===== src/rtl/y86_pkg.sv =====
// Shared Y86-64 definitions: instruction codes, one-hot status encodings,
// the "no register" specifier and the nop image loaded into pipeline registers.
package y86_pkg;

    localparam logic [3:0] I_HALT   = 4'h0;
    localparam logic [3:0] I_NOP    = 4'h1;
    localparam logic [3:0] I_RRMOVQ = 4'h2;
    localparam logic [3:0] I_IRMOVQ = 4'h3;
    localparam logic [3:0] I_RMMOVQ = 4'h4;
    localparam logic [3:0] I_MRMOVQ = 4'h5;
    localparam logic [3:0] I_OPQ    = 4'h6;
    localparam logic [3:0] I_JXX    = 4'h7;
    localparam logic [3:0] I_CALL   = 4'h8;
    localparam logic [3:0] I_RET    = 4'h9;
    localparam logic [3:0] I_PUSHQ  = 4'hA;
    localparam logic [3:0] I_POPQ   = 4'hB;

    localparam logic [3:0] S_AOK = 4'b1000;
    localparam logic [3:0] S_HLT = 4'b0100;
    localparam logic [3:0] S_ADR = 4'b0010;
    localparam logic [3:0] S_INS = 4'b0001;

    localparam logic [3:0] RNONE = 4'hF;

    typedef struct packed {
        logic [3:0]  stat;
        logic [3:0]  icode;
        logic [3:0]  ifun;
        logic [3:0]  ra;
        logic [3:0]  rb;
        logic [63:0] valc;
        logic [63:0] valp;
    } d_reg_t;

    localparam logic [3:0]  NOP_STAT  = S_AOK;
    localparam logic [3:0]  NOP_ICODE = I_NOP;
    localparam logic [3:0]  NOP_IFUN  = 4'h0;
    localparam logic [63:0] NOP_VALC  = 64'h0;
    localparam logic [63:0] NOP_VALP  = 64'h0;

    localparam d_reg_t D_NOP = '{stat: NOP_STAT, icode: NOP_ICODE, ifun: NOP_IFUN,
                                 ra: RNONE, rb: RNONE, valc: NOP_VALC, valp: NOP_VALP};

    function automatic logic need_regids_f(input logic [3:0] icode);
        case (icode)
            I_RRMOVQ, I_IRMOVQ, I_RMMOVQ, I_MRMOVQ,
            I_OPQ, I_PUSHQ, I_POPQ: need_regids_f = 1'b1;
            default:                need_regids_f = 1'b0;
        endcase
    endfunction

    function automatic logic need_valc_f(input logic [3:0] icode);
        case (icode)
            I_IRMOVQ, I_RMMOVQ, I_MRMOVQ, I_JXX, I_CALL: need_valc_f = 1'b1;
            default:                                     need_valc_f = 1'b0;
        endcase
    endfunction

    function automatic logic instr_valid_f(input logic [3:0] icode);
        instr_valid_f = (icode <= I_POPQ);
    endfunction

endpackage


===== src/rtl/fetch_split.sv =====
// Combinational instruction splitter: decodes the fetched byte window into
// icode/ifun, register specifiers, constant word, validity and next sequential PC.
module fetch_split
    import y86_pkg::*;
(
    input  logic [63:0] f_pc,
    input  logic [79:0] imem_bytes,
    input  logic        imem_error,
    output logic [3:0]  icode,
    output logic [3:0]  ifun,
    output logic [3:0]  rA,
    output logic [3:0]  rB,
    output logic [63:0] valC,
    output logic [63:0] valP,
    output logic        instr_valid
);

    logic [3:0]  icode_s;
    logic [3:0]  ifun_s;
    logic        need_regids_s;
    logic        need_valc_s;
    logic [3:0]  ra_s;
    logic [3:0]  rb_s;
    logic [63:0] valc_s;
    logic [63:0] valp_s;

    // Byte split, register/constant extraction and sequential successor.
    always_comb begin
        icode_s       = I_NOP;
        ifun_s        = 4'h0;
        ra_s          = RNONE;
        rb_s          = RNONE;
        valc_s        = 64'h0;
        // A bad fetch address is carried down the pipe as a nop tagged ADR.
        if (imem_error) begin
            icode_s = I_NOP;
            ifun_s  = 4'h0;
        end else begin
            icode_s = imem_bytes[7:4];
            ifun_s  = imem_bytes[3:0];
        end
        need_regids_s = need_regids_f(icode_s);
        need_valc_s   = need_valc_f(icode_s);
        if (need_regids_s) begin
            ra_s = imem_bytes[15:12];
            rb_s = imem_bytes[11:8];
        end else begin
            ra_s = RNONE;
            rb_s = RNONE;
        end
        // The constant word shifts up one byte when a register byte precedes it.
        if (!need_valc_s) begin
            valc_s = 64'h0;
        end else if (need_regids_s) begin
            valc_s = imem_bytes[79:16];
        end else begin
            valc_s = imem_bytes[71:8];
        end
        valp_s = f_pc + 64'd1 + {63'd0, need_regids_s} + {60'd0, need_valc_s, 3'b000};
    end

    assign icode       = icode_s;
    assign ifun        = ifun_s;
    assign rA          = ra_s;
    assign rB          = rb_s;
    assign valC        = valc_s;
    assign valP        = valp_s;
    assign instr_valid = instr_valid_f(icode_s);

endmodule


===== src/rtl/pipe_fetch.sv =====
// Y86-64 fetch stage: PC select, predicted-PC (F) register, status/prediction
// logic and the F/D pipeline register driven by stall/bubble control.
module pipe_fetch
    import y86_pkg::*;
#(
    parameter logic [63:0] RESET_PC = 64'h0
) (
    input  logic        clk,
    input  logic        rst,
    input  logic        F_stall,
    input  logic        D_stall,
    input  logic        D_bubble,
    input  logic [3:0]  M_icode,
    input  logic        M_Cnd,
    input  logic [63:0] M_valA,
    input  logic [3:0]  W_icode,
    input  logic [63:0] W_valM,
    output logic [63:0] imem_addr,
    input  logic [79:0] imem_bytes,
    input  logic        imem_error,
    output logic [3:0]  D_stat,
    output logic [3:0]  D_icode,
    output logic [3:0]  D_ifun,
    output logic [3:0]  D_rA,
    output logic [3:0]  D_rB,
    output logic [63:0] D_valC,
    output logic [63:0] D_valP,
    output logic [63:0] f_predPC
);

    logic [63:0] f_pred_pc_r;
    d_reg_t      d_r;

    logic [63:0] f_pc_s;
    logic [3:0]  f_icode_s;
    logic [3:0]  f_ifun_s;
    logic [3:0]  f_ra_s;
    logic [3:0]  f_rb_s;
    logic [63:0] f_valc_s;
    logic [63:0] f_valp_s;
    logic        f_valid_s;
    logic [3:0]  f_stat_s;
    logic [63:0] f_pred_next_s;
    d_reg_t      f_fields_s;

    // Fetch PC select: a mispredicted branch outranks a returning ret.
    always_comb begin
        f_pc_s = f_pred_pc_r;
        if ((M_icode == I_JXX) && !M_Cnd) begin
            f_pc_s = M_valA;
        end else if (W_icode == I_RET) begin
            f_pc_s = W_valM;
        end else begin
            f_pc_s = f_pred_pc_r;
        end
    end

    fetch_split u_fetch_split (
        .f_pc        (f_pc_s),
        .imem_bytes  (imem_bytes),
        .imem_error  (imem_error),
        .icode       (f_icode_s),
        .ifun        (f_ifun_s),
        .rA          (f_ra_s),
        .rB          (f_rb_s),
        .valC        (f_valc_s),
        .valP        (f_valp_s),
        .instr_valid (f_valid_s)
    );

    // Status priority and next-PC prediction (jumps and calls taken, ret falls through).
    always_comb begin
        f_stat_s      = S_AOK;
        f_pred_next_s = f_valp_s;
        if (imem_error) begin
            f_stat_s = S_ADR;
        end else if (!f_valid_s) begin
            f_stat_s = S_INS;
        end else if (f_icode_s == I_HALT) begin
            f_stat_s = S_HLT;
        end else begin
            f_stat_s = S_AOK;
        end
        if ((f_icode_s == I_JXX) || (f_icode_s == I_CALL)) begin
            f_pred_next_s = f_valc_s;
        end else begin
            f_pred_next_s = f_valp_s;
        end
    end

    assign f_fields_s = '{stat: f_stat_s, icode: f_icode_s, ifun: f_ifun_s,
                          ra: f_ra_s, rb: f_rb_s, valc: f_valc_s, valp: f_valp_s};

    // F register: predicted PC, held while fetch is stalled.
    always_ff @(posedge clk) begin
        if (rst) begin
            f_pred_pc_r <= RESET_PC;
        end else if (F_stall) begin
            f_pred_pc_r <= f_pred_pc_r;
        end else begin
            f_pred_pc_r <= f_pred_next_s;
        end
    end

    // D register: stall beats bubble so a held instruction is never lost.
    always_ff @(posedge clk) begin
        if (rst) begin
            d_r <= D_NOP;
        end else if (D_stall) begin
            d_r <= d_r;
        end else if (D_bubble) begin
            d_r <= D_NOP;
        end else begin
            d_r <= f_fields_s;
        end
    end

    assign imem_addr = f_pc_s;
    assign f_predPC  = f_pred_next_s;
    assign D_stat    = d_r.stat;
    assign D_icode   = d_r.icode;
    assign D_ifun    = d_r.ifun;
    assign D_rA      = d_r.ra;
    assign D_rB      = d_r.rb;
    assign D_valC    = d_r.valc;
    assign D_valP    = d_r.valp;

endmodule


===== config.mk =====
export PLATFORM = sky130hd
export DESIGN_NAME = pipe_fetch
export DESIGN_NICKNAME = d
export VERILOG_FILES = /design/src/rtl/y86_pkg.sv /design/src/rtl/fetch_split.sv /design/src/rtl/pipe_fetch.sv
export SDC_FILE = /design/constraint.sdc
export NUM_CORES = 1
export LEC_CHECK = 0
export CAP_MARGIN = 10
export CORE_MARGIN = 10
export CORE_UTILIZATION = 23
export CTS_BUF_LIST = sky130_fd_sc_hd__clkbuf_16
export CTS_CLUSTER_SIZE = 20
export DETAILED_ROUTE_END_ITERATION = 8
export PLACE_DENSITY = 0.55
export SLEW_MARGIN = 15
export SYNTH_ARGS = -nofsm -noshare
export SYNTH_HDL_FRONTEND = slang
export SYNTH_HIERARCHICAL = 1
export SYNTH_SLANG_ARGS = --single-unit

===== constraint.sdc =====
create_clock -name clk -period 4.9 [get_ports clk]
set_clock_uncertainty 0.05 [all_clocks]
set_input_delay 0.98 -clock clk [delete_from_list [all_inputs] [get_ports clk]]
set_output_delay 0.98 -clock clk [all_outputs]
set_load 0.02 [all_outputs]

==> key figures, run 1 <==
Synthesis
  • Leading cell type by number of instances after synthesis: dfxtp_1
  • Synth async-reset ratio: 0
  • Number of storage elements in the synthesis netlist: 212
  • Proportion of netlist area held by the largest area contributor: 0.2981
  • Sequential area share after synthesis: 0.2981
  • Post-Syn Instances: 1683
  • Top FF cell, synth: dfxtp_1
  • Yosys top cell by area: dfxtp_1
  • Netlist area before placement: about 14000 um^2
  • EDFF count, synth: 0
  • Leading cell types by total area after synthesis: dfxtp_1 (30%), mux2_2 (15%), a21oi_1 (6.9%), nor3b_1 (6.9%), a2111oi_2 (5.3%)
  • Synthesis warning total: 6
  • Leading cell types by count after synthesis: dfxtp_1 (212), a21oi_1 (196), mux2_2 (192), nor2_1 (161), nand2_1 (151)
  • Number of nets in the synthesized netlist: 1909
  • Mean cell area of the mapped netlist: 8.460 um^2
  • Count of cell types in the netlist: 57

Floorplan
  • DIE AREA: 72250 um^2
  • Total number of placement rows: 91
  • Number of ports placed on the die boundary: 499
  • Height of the chip: 268.8 um
  • Area of the core: 61480 um^2
  • Die span in x: 268.8 um
  • Starting utilization of the core area: 0.2316

Setup path
  • Endpoint class of the critical path: output pin
  • Crit Path Category: in2out
  • Startpoint type of the worst setup path: primary input
  • Critical Path AT: between 4 and 5 ns
  • Largest driver fanout on the critical path: 5
  • CP required: ~3.9 ns

CTS
  • TritonCTS Buffers: 29
  • Number of buffers on the longest clock path: 3
  • Clock tree root driver cell: clkbuf_16
  • Clock tree from TritonCTS: yes
  • Post-CTS clock slew at the launch and capture registers of the worst setup and hold paths: 0.05 ns
  • Clock latency reported for the late side of the worst-skew pair: approximately 0.58 ns
  • Clock sink count: approximately 210
  • H-tree lvl count: 1

STA
  • Setup repair after global routing missed its margin: true
  • Total negative slack: -9.840 ns
  • Slew @ Worst Pin: 1.030 ns
  • Min setup slack post-route: -0.2879 ns
  • Final Hold Fails: 0
  • Slew Viols, Final: 0
  • Worst relative slew slack: 0.3135
  • Crit share post-route: 1.059
  • Final setup viols: 56
  • Peak Freq: 0.1928 GHz
  • Final critical path time including I/O delays and setup: roughly 5.2 ns

Final layout
  • Area delta synth->final: 77.36%
  • Share of the core filled with cells: 0.4107
  • Number of nets at the end of the flow: 2673
  • Post-route non-filler standard cell count: 3260
  • Final instance area: 25250 um^2
  • Fraction of final layout cells sized beyond drive strength 1: 0.3787

Detailed routing
  • Routed wire length: 80.18 mm
  • Number of remaining DRC errors: 0
  • First-pass DRT Iterations: 5
  • Number of DRC violations after detailed-routing iteration 0: ~1100
  • Vias per std cell: 5.094
  • Vias: 16610
  • Count of antenna-violating nets left after detailed routing: 0
  • Routed length per placed instance: about 25 um

Global route
  • Largest net degree at the start of global routing: 134
  • Via count of the first global-routing pass: 17000
  • Total global routing track utilization: 0.2081
  • Overflow left after global routing: 0
  • Global-route wire length before repair: 114.2 mm
  • Antenna violations before repair: 4

Placement
  • Input/output buffers: 498
  • RD Place Congestion: 0.8998
  • Area of placed instances: 21900 um^2
  • DP HPWL: around 56 mm
  • Cell count after placement: ~3100

Power and ir drop
  • PnR Total Power: 5781 uW
  • Leakage power total: 0.01019 uW
  • Cell Pwr Density: 229.0 nW/um^2
  • IR drop worst, VDD: 0.2396 mV

Flow run
  • Number of max-cap violations: 0

Min path
  • Hold crit path type: reg2reg

Status
  • Run status: finished, violations left
  • Violations in the final reports: negative setup slack
## layout by cell type, fill, tap and decap left out, types with 12 or more instances in the layout
master,Yosys,layout
nor2_4,0,12
nand3_1,26,12
a211oi_1,14,13
nor2_1,161,148
buf_12,0,24
buf_6,3,85
nand4_1,17,17
mux2_4,0,76
a21oi_1,196,195
a2111oi_2,50,50
nor4_1,70,64
buf_4,2,334
inv_1,75,80
nor3b_1,130,130
mux2_2,192,116
xor2_2,0,18
dfxtp_1,212,212
xnor2_2,0,21
clkbuf_16,0,31
clkdlybuf4s50_1,0,423
a211oi_2,51,51
nand2_1,151,144
## critical path: stages
cell,delay (ns)
buf_6,0.09
nor4bb_4,0.40
buf_12,0.18
buf_12,0.12
buf_12,0.11
buf_16,0.11
mux2_4,0.15
mux2_4,0.17
nand4_1,0.20
buf_4,0.22
nor4_4,0.24
buf_4,0.17
nand4_1,0.21
buf_4,0.22
xnor2_2,0.14
mux2_4,0.29
buf_6,0.14
## registers in the layout (all words and copies together), names as in the netlist
register / cells
D_rB: 4
D_valC: 64
D_icode: 4
D_valP: 64
D_ifun: 4
f_pred_pc_r: 64
D_rA: 4
D_stat: 4
## power breakdown
group | total, uW | leakage (uW) | internal (uW) | switching (uW)
Clock | 1960 | 0.000449 | 1070 | 888
Combinational | 1990 | 0.00801 | 1000 | 991
Sequential | 1830 | 0.00173 | 1790 | 40.3
## per-layer routing
layer / up-vias / share of wire / track usage
met3: 128 / 0.082 / 0.05370
li1: 7591 / - / -
met5: - / 0.00045 / 0
met2: 754 / 0.48 / 0.3531
met4: 6 / 0.037 / 0.07439
met1: 8128 / 0.40 / 0.2503
## final timing paths
| check | startpoint | endpoint | slack (ns) | cells after the start |
|---|---|---|---|---|
| setup / recovery | W_icode[1] | f_predPC[29] | -0.29 | 17 |
| hold / removal | f_pred_pc_r[35]$_SDFFE_PP0N_ | f_pred_pc_r[35]$_SDFFE_PP0N_ | 0.42 | 2 |
| setup reg to reg | f_pred_pc_r[3]$_SDFFE_PP0N_ | f_pred_pc_r[55]$_SDFFE_PP0N_ | 0.66 | 25 |
| hold reg to reg | f_pred_pc_r[35]$_SDFFE_PP0N_ | f_pred_pc_r[35]$_SDFFE_PP0N_ | 0.42 | 2 |
## what timing repair did
| item | CTS | global route |
|---|---|---|
| pin swaps | 83 | 51 |
| buffers inserted | 92 | 26 |
| gates resized for setup | 562 | 62 |
| hold buffers | 0 | 0 |
| setup endpoints to repair | 72 | 65 |
| gates cloned | 4 | 2 |
## stage by stage
stage                     hold slack, ns  setup WS, ns
final                             0.4168       -0.2879
after global routing              0.4389       -0.3927
after CTS                         0.4195       -0.2861
after detailed placement          0.4100        -1.301
after global placement            0.4027        -1.250
after floorplan                   0.3911      0.007062
## cell type report
type / instances / area (um^2)
Antenna cell: 1 / 2.502
Multi-Input combinational cell: 1234 / 10320
Timing Repair Buffer: 894 / 8561
Clock buffer: 29 / 725.7
Clock inverter: 24 / 122.6
Inverter: 76 / 289.0
Fill cell: 6067 / 36230
Sequential cell: 212 / 4244
Tap cell: 790 / 988.4
## cells by family after synthesis
logic type / count (synthesis) / synth area share
and+or+nand+nor: 628 / 0.2412
AOI/OAI and AO/OA: 347 / 0.1936
buffers and inverters: 237 / 0.07303
DFF: 212 / 0.2981
muxes: 194 / 0.1533
xor gates and xnor gates: 62 / 0.03814
adders and majority gates: 3 / 0.002637
No activity file was read; power rests on OpenSTA's default activity.
==> inputs of run 2 (changes only) <==
- CAP_MARGIN: 10 -> 20
==> results of run 2 <==
No change in the layout: final DEF, timing and power equal those of run 1.
